[src/rtl/hazard_ctrl.sv]
// Hazard controller: operand forwarding, load-use stall, multicycle-EX stall FSM and branch flush.
// Optional performance counters are enabled by defining HAZARD_CTRL_PERF_EN.
module hazard_ctrl #(
    parameter int unsigned REG_AW     = 5,
    parameter int unsigned NUM_SRC    = 2,
    parameter int unsigned FWD_STAGES = 2,
    parameter int unsigned MC_LATENCY = 4,
    parameter int unsigned SEL_W      = $clog2(FWD_STAGES + 1)
) (
    input  logic                        clk,
    input  logic                        rst_n,
    input  logic [NUM_SRC*REG_AW-1:0]   rs_IfId,
    input  logic [NUM_SRC*REG_AW-1:0]   rs_IdEx,
    input  logic [REG_AW-1:0]           rd_IdEx,
    input  logic                        mem_read_IdEx,
    input  logic                        mc_start_IdEx,
    input  logic [FWD_STAGES*REG_AW-1:0] rd_stage,
    input  logic [FWD_STAGES-1:0]       reg_write_stage,
    input  logic                        branch_taken_Ex,
    output logic [NUM_SRC*SEL_W-1:0]    forward_sel,
    output logic                        stall_pc,
    output logic                        stall_IfId,
    output logic                        stall_IdEx,
    output logic                        bubble_IdEx,
    output logic                        bubble_ExMem,
    output logic                        flush_IfId,
    output logic                        flush_IdEx,
    output logic                        mc_busy,
    output logic                        mc_done
`ifdef HAZARD_CTRL_PERF_EN
    ,
    output logic [31:0]                 perf_stall_cycles,
    output logic [31:0]                 perf_flush_count,
    output logic [31:0]                 perf_lu_count
`endif
);

    localparam int unsigned CNT_W = $clog2(MC_LATENCY);

    typedef enum logic [0:0] {
        IDLE    = 1'b0,
        MC_BUSY = 1'b1
    } state_t;

    state_t           state;
    state_t           stateNext;
    logic [CNT_W-1:0] cnt;
    logic [CNT_W-1:0] cntNext;
    logic             loadUse;
    logic             mcStall;

    // Forwarding: youngest matching write-back stage wins; x0 never forwards.
    always_comb begin
        forward_sel = '0;
        for (int i = 0; i < int'(NUM_SRC); i++) begin
            for (int k = int'(FWD_STAGES) - 1; k >= 0; k--) begin
                if (reg_write_stage[k] &&
                    (rd_stage[k*REG_AW +: REG_AW] == rs_IdEx[i*REG_AW +: REG_AW]) &&
                    (rs_IdEx[i*REG_AW +: REG_AW] != '0)) begin
                    forward_sel[i*SEL_W +: SEL_W] = SEL_W'(k + 1);
                end
            end
        end
    end

    // Load-use: load in ID/EX writes a register read by the instruction in IF/ID.
    always_comb begin
        loadUse = 1'b0;
        for (int i = 0; i < int'(NUM_SRC); i++) begin
            if (rs_IfId[i*REG_AW +: REG_AW] == rd_IdEx) begin
                loadUse = 1'b1;
            end
        end
        loadUse = loadUse && mem_read_IdEx && (rd_IdEx != '0) && (state == IDLE);
    end

    // State register and latency counter.
    always_ff @(posedge clk or negedge rst_n) begin
        if (!rst_n) begin
            state <= IDLE;
            cnt   <= '0;
        end else begin
            state <= stateNext;
            cnt   <= cntNext;
        end
    end

    // Next-state: a taken branch aborts any multicycle op in flight.
    always_comb begin
        stateNext = state;
        cntNext   = cnt;
        if (branch_taken_Ex) begin
            stateNext = IDLE;
            cntNext   = '0;
        end else begin
            case (state)
                IDLE: begin
                    if (mc_start_IdEx) begin
                        stateNext = MC_BUSY;
                        cntNext   = CNT_W'(MC_LATENCY - 1);
                    end
                end
                MC_BUSY: begin
                    if (cnt <= CNT_W'(1)) begin
                        stateNext = IDLE;
                        cntNext   = '0;
                    end else begin
                        cntNext = cnt - CNT_W'(1);
                    end
                end
                default: begin
                    stateNext = IDLE;
                    cntNext   = '0;
                end
            endcase
        end
    end

    // Outputs: flush > multicycle stall > load-use; all forced low during reset.
    always_comb begin
        stall_pc     = 1'b0;
        stall_IfId   = 1'b0;
        stall_IdEx   = 1'b0;
        bubble_IdEx  = 1'b0;
        bubble_ExMem = 1'b0;
        flush_IfId   = 1'b0;
        flush_IdEx   = 1'b0;
        mc_busy      = 1'b0;
        mc_done      = 1'b0;
        mcStall      = ((state == IDLE) && mc_start_IdEx) ||
                       ((state == MC_BUSY) && (cnt > CNT_W'(1)));
        if (rst_n) begin
            mc_busy = (state == MC_BUSY);
            if (branch_taken_Ex) begin
                flush_IfId = 1'b1;
                flush_IdEx = 1'b1;
            end else begin
                mc_done = (state == MC_BUSY) && (cnt == CNT_W'(1));
                if (mcStall) begin
                    stall_pc     = 1'b1;
                    stall_IfId   = 1'b1;
                    stall_IdEx   = 1'b1;
                    bubble_ExMem = 1'b1;
                end else if (loadUse) begin
                    stall_pc    = 1'b1;
                    stall_IfId  = 1'b1;
                    bubble_IdEx = 1'b1;
                end
            end
        end
    end

`ifdef HAZARD_CTRL_PERF_EN
    // Saturating event counters; bubble_IdEx is asserted only by an unmasked load-use.
    always_ff @(posedge clk or negedge rst_n) begin
        if (!rst_n) begin
            perf_stall_cycles <= '0;
            perf_flush_count  <= '0;
            perf_lu_count     <= '0;
        end else begin
            if (stall_pc && (perf_stall_cycles != 32'hFFFF_FFFF)) begin
                perf_stall_cycles <= perf_stall_cycles + 32'd1;
            end
            if (flush_IfId && (perf_flush_count != 32'hFFFF_FFFF)) begin
                perf_flush_count <= perf_flush_count + 32'd1;
            end
            if (bubble_IdEx && (perf_lu_count != 32'hFFFF_FFFF)) begin
                perf_lu_count <= perf_lu_count + 32'd1;
            end
        end
    end
`endif

endmodule

[config.mk]
export PLATFORM = sky130hd
export DESIGN_NAME = hazard_ctrl
export DESIGN_NICKNAME = d
export VERILOG_FILES = /design/src/rtl/hazard_ctrl.sv
export SDC_FILE = /design/constraint.sdc
export NUM_CORES = 1
export LEC_CHECK = 0
export BUFFER_PORTS_ARGS = -buffer_cell sky130_fd_sc_hd__buf_2
export CAP_MARGIN = 10
export CORE_MARGIN = 4
export CORE_UTILIZATION = 30
export CTS_BUF_LIST = sky130_fd_sc_hd__clkbuf_8
export DETAILED_ROUTE_END_ITERATION = 10
export HOLD_SLACK_MARGIN = 0.15
export PLACE_DENSITY_LB_ADDON = 0.08
export SYNTH_ARGS = -nofsm -noshare
export SYNTH_HDL_FRONTEND = slang
export SYNTH_SLANG_ARGS = --single-unit
[constraint.sdc]
create_clock -name clk -period 2.3 [get_ports clk]
set_clock_uncertainty 0.1 [all_clocks]
set_input_delay 0.69 -clock clk [delete_from_list [all_inputs] [get_ports clk]]
set_output_delay 0.69 -clock clk [all_outputs]
set_load 0.02 [all_outputs]
Yosys cells after proc, flatten, opt, wreduce, memory -nomap -nowiden --
Cells that the tools add are included.
Operators by class: add/sub/neg operators 1, bitwise logic cells 1, magnitude comparators 2, equality and inequality tests 8, multiplexer cells 29, reductions and logical operators 18
Operators with widths (number):
- 5-bit == test | 6
- 1-bit two-way mux | 20
- 5-bit nonzero test | 3
- 1-bit logical AND | 14
- 2-bit two-way mux | 7
- 2-bit one-hot mux with 2 select lines | 1
- 3-bit != test (second input constant) | 1
- 2-bit by 1-bit == test with 1-bit output (second input constant) | 1
- 2-bit by 1-bit > comparator with 1-bit output (second input constant) | 1
- 2-bit by 1-bit <= comparator with 1-bit output (second input constant) | 1
- 1-bit one-hot mux with 2 select lines | 1
- 2-bit by 1-bit subtractor with 2-bit output (second input constant) | 1
- 1-bit logical OR | 1
- 1-bit inverter | 1
Word-level totals: input port bits 42, flip-flop bits (word level) 3, word-level logic and storage cells 61, output and inout port bits 13

Depth between registers and ports, before layout --
Gate-level depths: netlist (run 1).
depth after elaboration 10, mapped depth 5, mapped depth without buffers 4

Worst setup path before layout (run 1) --
OpenSTA, ideal clock, no wires.
path type input-to-output, from in rs_IfId[1], to out stall_pc, arrival 2.056 ns, stages on the path 5, buffers on the path 1, setup slack -0.546 ns, data required time 1.510 ns, cell sequence xor2_1 -> nor3_1 -> a22oi_1 -> o32ai_1 -> buf_4
On the way: word-level cells in the longest chain between the ends 10
RTL lines:
- start, declared | RTL line 12 | input logic [NUM_SRC*REG_AW-1:0] rs_IfId,
- 5-bit == test | RTL line 70 | if (rs_IfId[i*REG_AW +: REG_AW] == rd_IdEx) begin
- 1-bit two-way mux (2 in series) | RTL line 70
- 1-bit logical AND (3 in series) | RTL line 74 | loadUse = loadUse && mem_read_IdEx && (rd_IdEx != '0) && (state == IDLE);
- 1-bit two-way mux (4 in series)
- end, declared | RTL line 21 | output logic stall_pc,
Every way passes these cells.

Final worst setup path (run 1) --
from in rs_IdEx[6], to out forward_sel[3]
On the way: word-level cells in the longest chain between the ends 5, elaborated cells between the ends (all ways) 9, classes of those cells eq/ne: 2; mux: 2; reduce/logical: 5
RTL lines:
- start, declared | RTL line 13 | input logic [NUM_SRC*REG_AW-1:0] rs_IdEx,
- 5-bit == test | RTL line 58 | (rd_stage[k*REG_AW +: REG_AW] == rs_IdEx[i*REG_AW +: REG_AW]) &&
- 1-bit logical AND | RTL line 57 | if (reg_write_stage[k] &&
- 1-bit logical AND | RTL line 58
- 2-bit two-way mux | RTL line 57
- 2-bit two-way mux * | RTL line 57
- end, declared | RTL line 20 | output logic [NUM_SRC*SEL_W-1:0] forward_sel,
Mark *: on every way between the ends. The rest lies on a longest branch, timed or not.

==> results of run 1 <==
[path summary, 6_finish.rpt]
check,endpoint,slack [ns],depth (start not counted)
worst max-delay path,forward_sel[3],-0.38,6
worst min-delay path,cnt[0],0.26,2
worst max register to register,state,1.23,2
worst min register to register,cnt[1],0.46,2
max in group asynchronous,cnt[1],1.73,2
min in group clk,cnt[1],0.46,2
[registers in the layout, summed over array words and instances, names as in the netlist]
signal	cells
state	1
cnt	2
[repair_timing]
item / CTS / global route
resized for setup: 18 / 13
pin swaps: 6 / 5
buffers inserted: 3 / 3
endpoints found under the setup margin: 7 / 7
[routing by layer]
metal,vias to the layer above,routed length [um],part of all wire
met5,-,0,0
met3,2,197,0.089
li1,422,-,-
met4,0,23,0.010
met2,39,1160,0.53
met1,349,829,0.37
[metrics by stage]
| step | utilization | setup slack, ns |
|---|---|---|
| floorplan | - | -0.309 |
| global placement | 0.539 | -0.368 |
| detailed placement | 0.539 | -0.402 |
| CTS | 0.613 | -0.378 |
| global route | 0.660 | -0.439 |
| finish | 0.660 | -0.384 |
[critical path: stages]
cell	delay, ns
buf_6	0.09
or4_4	0.54
nor2_4	0.13
nor4_4	0.07
nor4_4	0.20
buf_4	0.17
[cell type report]
type,instances,area share
timing repair buffer,77,0.405
clock inverter,1,0.00287
clock buffer,3,0.0315
tap,27,0.0258
multi-input combinational,69,0.477
sequential,3,0.0574
[synthesized netlist by cell type]
master    count  share of area
a22oi_1       1          0.012
a21oi_1       1         0.0079
xor2_1       14           0.19
and3_1        1         0.0099
buf_4         3          0.036
xnor2_1      16           0.22
or4_4         2          0.036
and2_1        2          0.020
nand2b_1      2          0.020
nand4_1       4          0.040
o32ai_1       1          0.014
nand2_1       2          0.012
o211ai_1      1          0.012
nor2b_1       2          0.020
mux2i_1       1          0.016
nor4_2        4          0.079
nor4_1        1         0.0099
or4_1         1          0.012
nor2_4        2          0.036
dfrtp_1       3           0.12
nor2_1        7          0.042
nor3_1        3          0.024
a211oi_1      1          0.012
[cells by family (layout without fill, tap and decap cells)]
kind of cell | count (synthesis) | in the layout
mux | 1 | 1
buf+inv | 3 | 81
flops | 3 | 3
simple gates | 33 | 33
xor+xnor | 30 | 30
compound gates | 5 | 5
[where the power goes]
part           internal, W  switching, W
combinational     0.000115     0.0000947
clock             0.000114     0.0000351
sequential       0.0000576    0.00000571
total             0.000286      0.000135
==> impl_metrics.ini, run 1 <==
[outcome]
outcome = finished with violations
violations = setup timing

[clocking]
clk_pin_slew_ns = 0.03
cts_root_buffer = clkbuf_8
ctsHtreeMaxLevel = 1
cts_buffer_depth = 2
cts_tree = yes
clkLatencyLatePin_ns = 0.22
hold_buffers = 0
cts_made_buffers = 3
cts_sinks = 3

[global_route]
use_met1 = 0.164
grt_first_pass_wirelength_um = 3110
grt_use_total = 0.148
overflow = 0
grt_max_degree = 8
busiest_layer = met2
grt_use_met3 = 0.0388
grt_pass1_vias = 762
grt_util_met2 = 0.268
grt_antenna_before_repair = 0

[final_layout]
final_cell_mix = buf_2, buf_4, xor2_1, buf_6, xnor2_1
diodes = 0
nFillCells = 156
fin_area_um2 = 1310
regArea_um2 = 75.1
layout_commonest_cell = buf_2
fin_cells = 180
nNetsFinal = 196
multi_input_area_um2 = 624
drive_above_1_share = 0.627
area_growth_pct = 107

[floorplanning]
io_pins = 55
core_area_um2 = 1980
rows = 16
dieArea_um2 = 2910
die_w_um = 53.9
start_util = 0.319
die_h_um = 53.9

[timing]
period_needed_ns = 2.68
rsz0062_at_grt = yes
fin_crit_sh = 1.17
hold_viol = 0
hold_slack_ns = 0.264
max_freq_mhz = 373
max-slew-margin-rel = 0.809
fin_setup_tns_ns = -2.26
setup_viol_count_final = 7
worstMarginPinSlew_ns = 0.278
timing.final.ws_setup_ns = -0.384
drv_slew = 0

[synthesis]
ys_seq_area_frac = 0.119
synth_top_family_by_area = XOR/XNOR gates
synth_fa_ha_area_frac = 0
syn_area_um2 = 633
synth_compound_area_frac = 0.0573
synth-xor-area-share = 0.415
yosys.area_share.simple = 0.358
ys_types = 23
syn_nets = 117
syn_area_per_cell_um2 = 8.44
synth_seq_cells = 3
postSynthCellCount = 75
yosysWarnings = 0
muxShareOfSynthArea = 0.0158

[drt]
routed_wl_um = 2210
ant_nets = 0
drt-pass1-iter-count = 3
avgRoutedWirePerCell_um = 12.3
drtIter0Drc = 3
vias = 812
viasPerCell = 4.51
drc = 0

[critical_path]
rr_startpoint = state
worstPathRequired_ns = 1.51
cp-startpoint = rs_IdEx[6]
arrival_ns = 1.89
crit_fanout = 2
critical_path_class = in2out
end_kind = output port
crit_path_start_kind = input port

[power]
powerDensity_nw_per_um2 = 322
p_leak_nw = 0.626
vdd_drop_max_mv = 0.346
p_total_w = 0.000422

[min_path]
hp-class = in2async

[placement]
portBuffers = 54
place.gp.congestion = 0.747
hpwl_um = 1720
place_area_um2 = 1070
dp.cells = 170

[job]
drv_cap = 0
Note: power is estimated with default switching activity, not from simulation.
==> run 2: changes to the inputs <==
--- a/config.mk
+++ b/config.mk
@@ -5,6 +5,7 @@
 export SDC_FILE = /design/constraint.sdc
 export NUM_CORES = 1
 export LEC_CHECK = 0
+export ABC_AREA = 1
 export BUFFER_PORTS_ARGS = -buffer_cell sky130_fd_sc_hd__buf_2
 export CAP_MARGIN = 10
 export CORE_MARGIN = 4
==> run 2 against run 1 <==
  * Register-to-register slack got worse by 0.06 ns
  * Die area up 16%
  * Non-clock buffer count shrank 22
  * Design area decreased by 3.3%
  * Synthesized cell count grew 97%
  * Largest power group unchanged
  * Count of clock-buffer cells in the layout is the same
  * Final cell count rose by 29%
  * The flow now finishes without violations
  * Global-route usage down 1.3 points
  * Sequential cell count did not move
  * Worst hold slack improved by 0.0091 ns
  * Utilization shrank 11 points
  * Critical endpoint is now bubble_IdEx
  * Via count increased by 29%
==> impl_metrics.ini, run 2 <==
[clocking]
clkLatencyLatePin_ns = 0.21
clk_pin_slew_ns = 0.03
cts_sinks = 3
cts_tree = yes
cts_buffer_depth = 2
ctsHtreeMaxLevel = 1
hold_buffers = 0
cts_root_buffer = clkbuf_8
cts_made_buffers = 3

[final_layout]
nFillCells = 243
top_register = cnt
largest_register_ff_count = 2
diodes = 0
drive_above_1_share = 0.446
area_growth_pct = 68.5
utilization = 0.551
layout_commonest_cell = nand2_1
fin_area_um2 = 1260
nNetsFinal = 247
final_cell_mix = nand2_1, buf_2, inv_1, nor2_1
top_regs = cnt x2, state x1

[power]
powerDensity_nw_per_um2 = 329
vdd_drop_max_mv = 0.298
p_total_w = 0.000416
p_leak_nw = 0.738

[critical_path]
crit_fanout = 4
end_kind = output port
critical_path_class = in2out
crit_path_start_kind = input port
worstPathRequired_ns = 1.51
arrival_ns = 1.51

[drt]
viasPerCell = 4.52
routed_wl_um = 2440
avgRoutedWirePerCell_um = 10.5
drc = 0
drt-pass1-iter-count = 5
vias = 1048
ant_nets = 0
drtIter0Drc = 26

[synthesis]
synth.top_cell.area_share = 0.260
synth_seq_cells = 3
syn_area_per_cell_um2 = 5.07
syn_area_um2 = 751
postSynthCellCount = 148
netlist_top_cells_area = nand2_1, inv_1, dfrtp_1
syn_nets = 190
synthTopCellsByCount = nand2_1, inv_1, nor2_1, xnor2_1, nand4_1
ys_async_sr_fraction = 1.00
synth_largest_area_cell = nand2_1
yosysWarnings = 0
synth_top_flop_cell = dfrtp_1
ys_seq_area_frac = 0.100
synth_edf_count = 0
ys_types = 19
synth.most_common_cell = nand2_1

[global_route]
grt_antenna_before_repair = 0
overflow = 0
grt_first_pass_wirelength_um = 3710
grt_use_total = 0.135
grt_max_degree = 7
grt_pass1_vias = 992

[floorplanning]
die_h_um = 58.0
die_w_um = 58.0
core_area_um2 = 2300
dieArea_um2 = 3370
rows = 17
start_util = 0.327
io_pins = 55

[placement]
place_area_um2 = 1050
portBuffers = 54
place.gp.congestion = 0.878
hpwl_um = 1970

[outcome]
outcome = completed

[timing]
max-slew-margin-rel = 0.872
period_needed_ns = 2.30
hold_slack_ns = 0.273
setup_viol_count_final = 0
max_freq_mhz = 436
hold_viol = 0
fin_crit_sh = 0.998
rsz0062_at_grt = yes
worstMarginPinSlew_ns = 0.192
drv_slew = 0

[min_path]
hp-class = in2async

[job]
drv_cap = 0
==> run 2: changes by cell type in the layout (fill, tap and decap cells not counted), sizes merged, moves of 3 or more <==
cell and delta:
nand2 +51, inv +32, buf -22, xor2 -10, nor2 +9, xnor2 -8, o21ai +7, nand3 +5
nor4 -5, or4 -3
==> run 2: path summary, 6_finish.rpt <==
kind | start | end | slack, ns | cells past startpoint
worst max-delay path | rd_IdEx[0] | bubble_IdEx | 0.005 | 9
worst min-delay path | rst_n | cnt[1] | 0.27 | 2
worst max register to register | state | cnt[1] | 1.17 | 6
worst min register to register | cnt[0] | cnt[0] | 0.45 | 2
max in group asynchronous | rst_n | cnt[0] | 1.72 | 2
min in group clk | cnt[0] | cnt[0] | 0.45 | 2
==> run 2: cells by family (layout without fill, tap and decap cells) <==
logic type / Yosys count / after routing / share of synthesized area
XOR/XNOR: 12 / 12 / 0.140
flip-flops: 3 / 3 / 0.100
AND/OR/NAND/NOR: 86 / 86 / 0.485
AO/OA/AOI/OAI: 11 / 11 / 0.0800
buffers and inverters: 36 / 92 / 0.195
==> run 2: cell type report <==
class	count	area [um2]	area share
flip-flops and latches	3	75.1	0.0593
clock inverters	1	3.75	0.00297
well taps	28	35.0	0.0277
clock buffers	3	41.3	0.0326
repair buffers	55	370	0.293
multi-input cells	109	608	0.481
inverters	33	131	0.104
==> run 2: timing repair <==
item,in CTS,in global routing
pin swaps,0,15
endpoints found under the setup margin,3,7
buffers inserted,0,0
resized for setup,2,54
==> run 2: critical path, stage by stage <==
cell and delay [ns]:
buf_8 0.11, nand2_2 0.05, nand2_1 0.05, nor2_1 0.12
nand3_1 0.10, nand2_2 0.10, nand2_2 0.05, nor2_2 0.11
buf_6 0.12
==> run 2: routing by layer <==
metal	wire length, um	global-route usage
met5	0	0
met4	26	0.0530
met3	186	0.0111
met2	1280	0.248
met1	949	0.160
==> run 2: metrics by stage <==
| step | std cells | worst slack (ns) | TNS, ns |
|---|---|---|---|
| after global routing | 232 | -0.0650 | -0.281 |
| final | 232 | 0.00470 | 0 |
| after CTS | 232 | -0.00574 | -0.0115 |
| after global placement | 228 | -0.0424 | -0.0569 |
| after floorplan | 148 | 0.00961 | 0 |
| after detailed placement | 228 | -0.0391 | -0.0445 |
==> run 2: report_power, final <==
part | internal, W | leakage (nW) | total (W) | switching, W
sequential | 0.0000591 | 0.0386 | 0.0000632 | 0.00000409
combinational | 0.0000953 | 0.673 | 0.000207 | 0.000112
clock | 0.000113 | 0.0269 | 0.000146 | 0.0000323
total | 0.000268 | 0.738 | 0.000416 | 0.000148
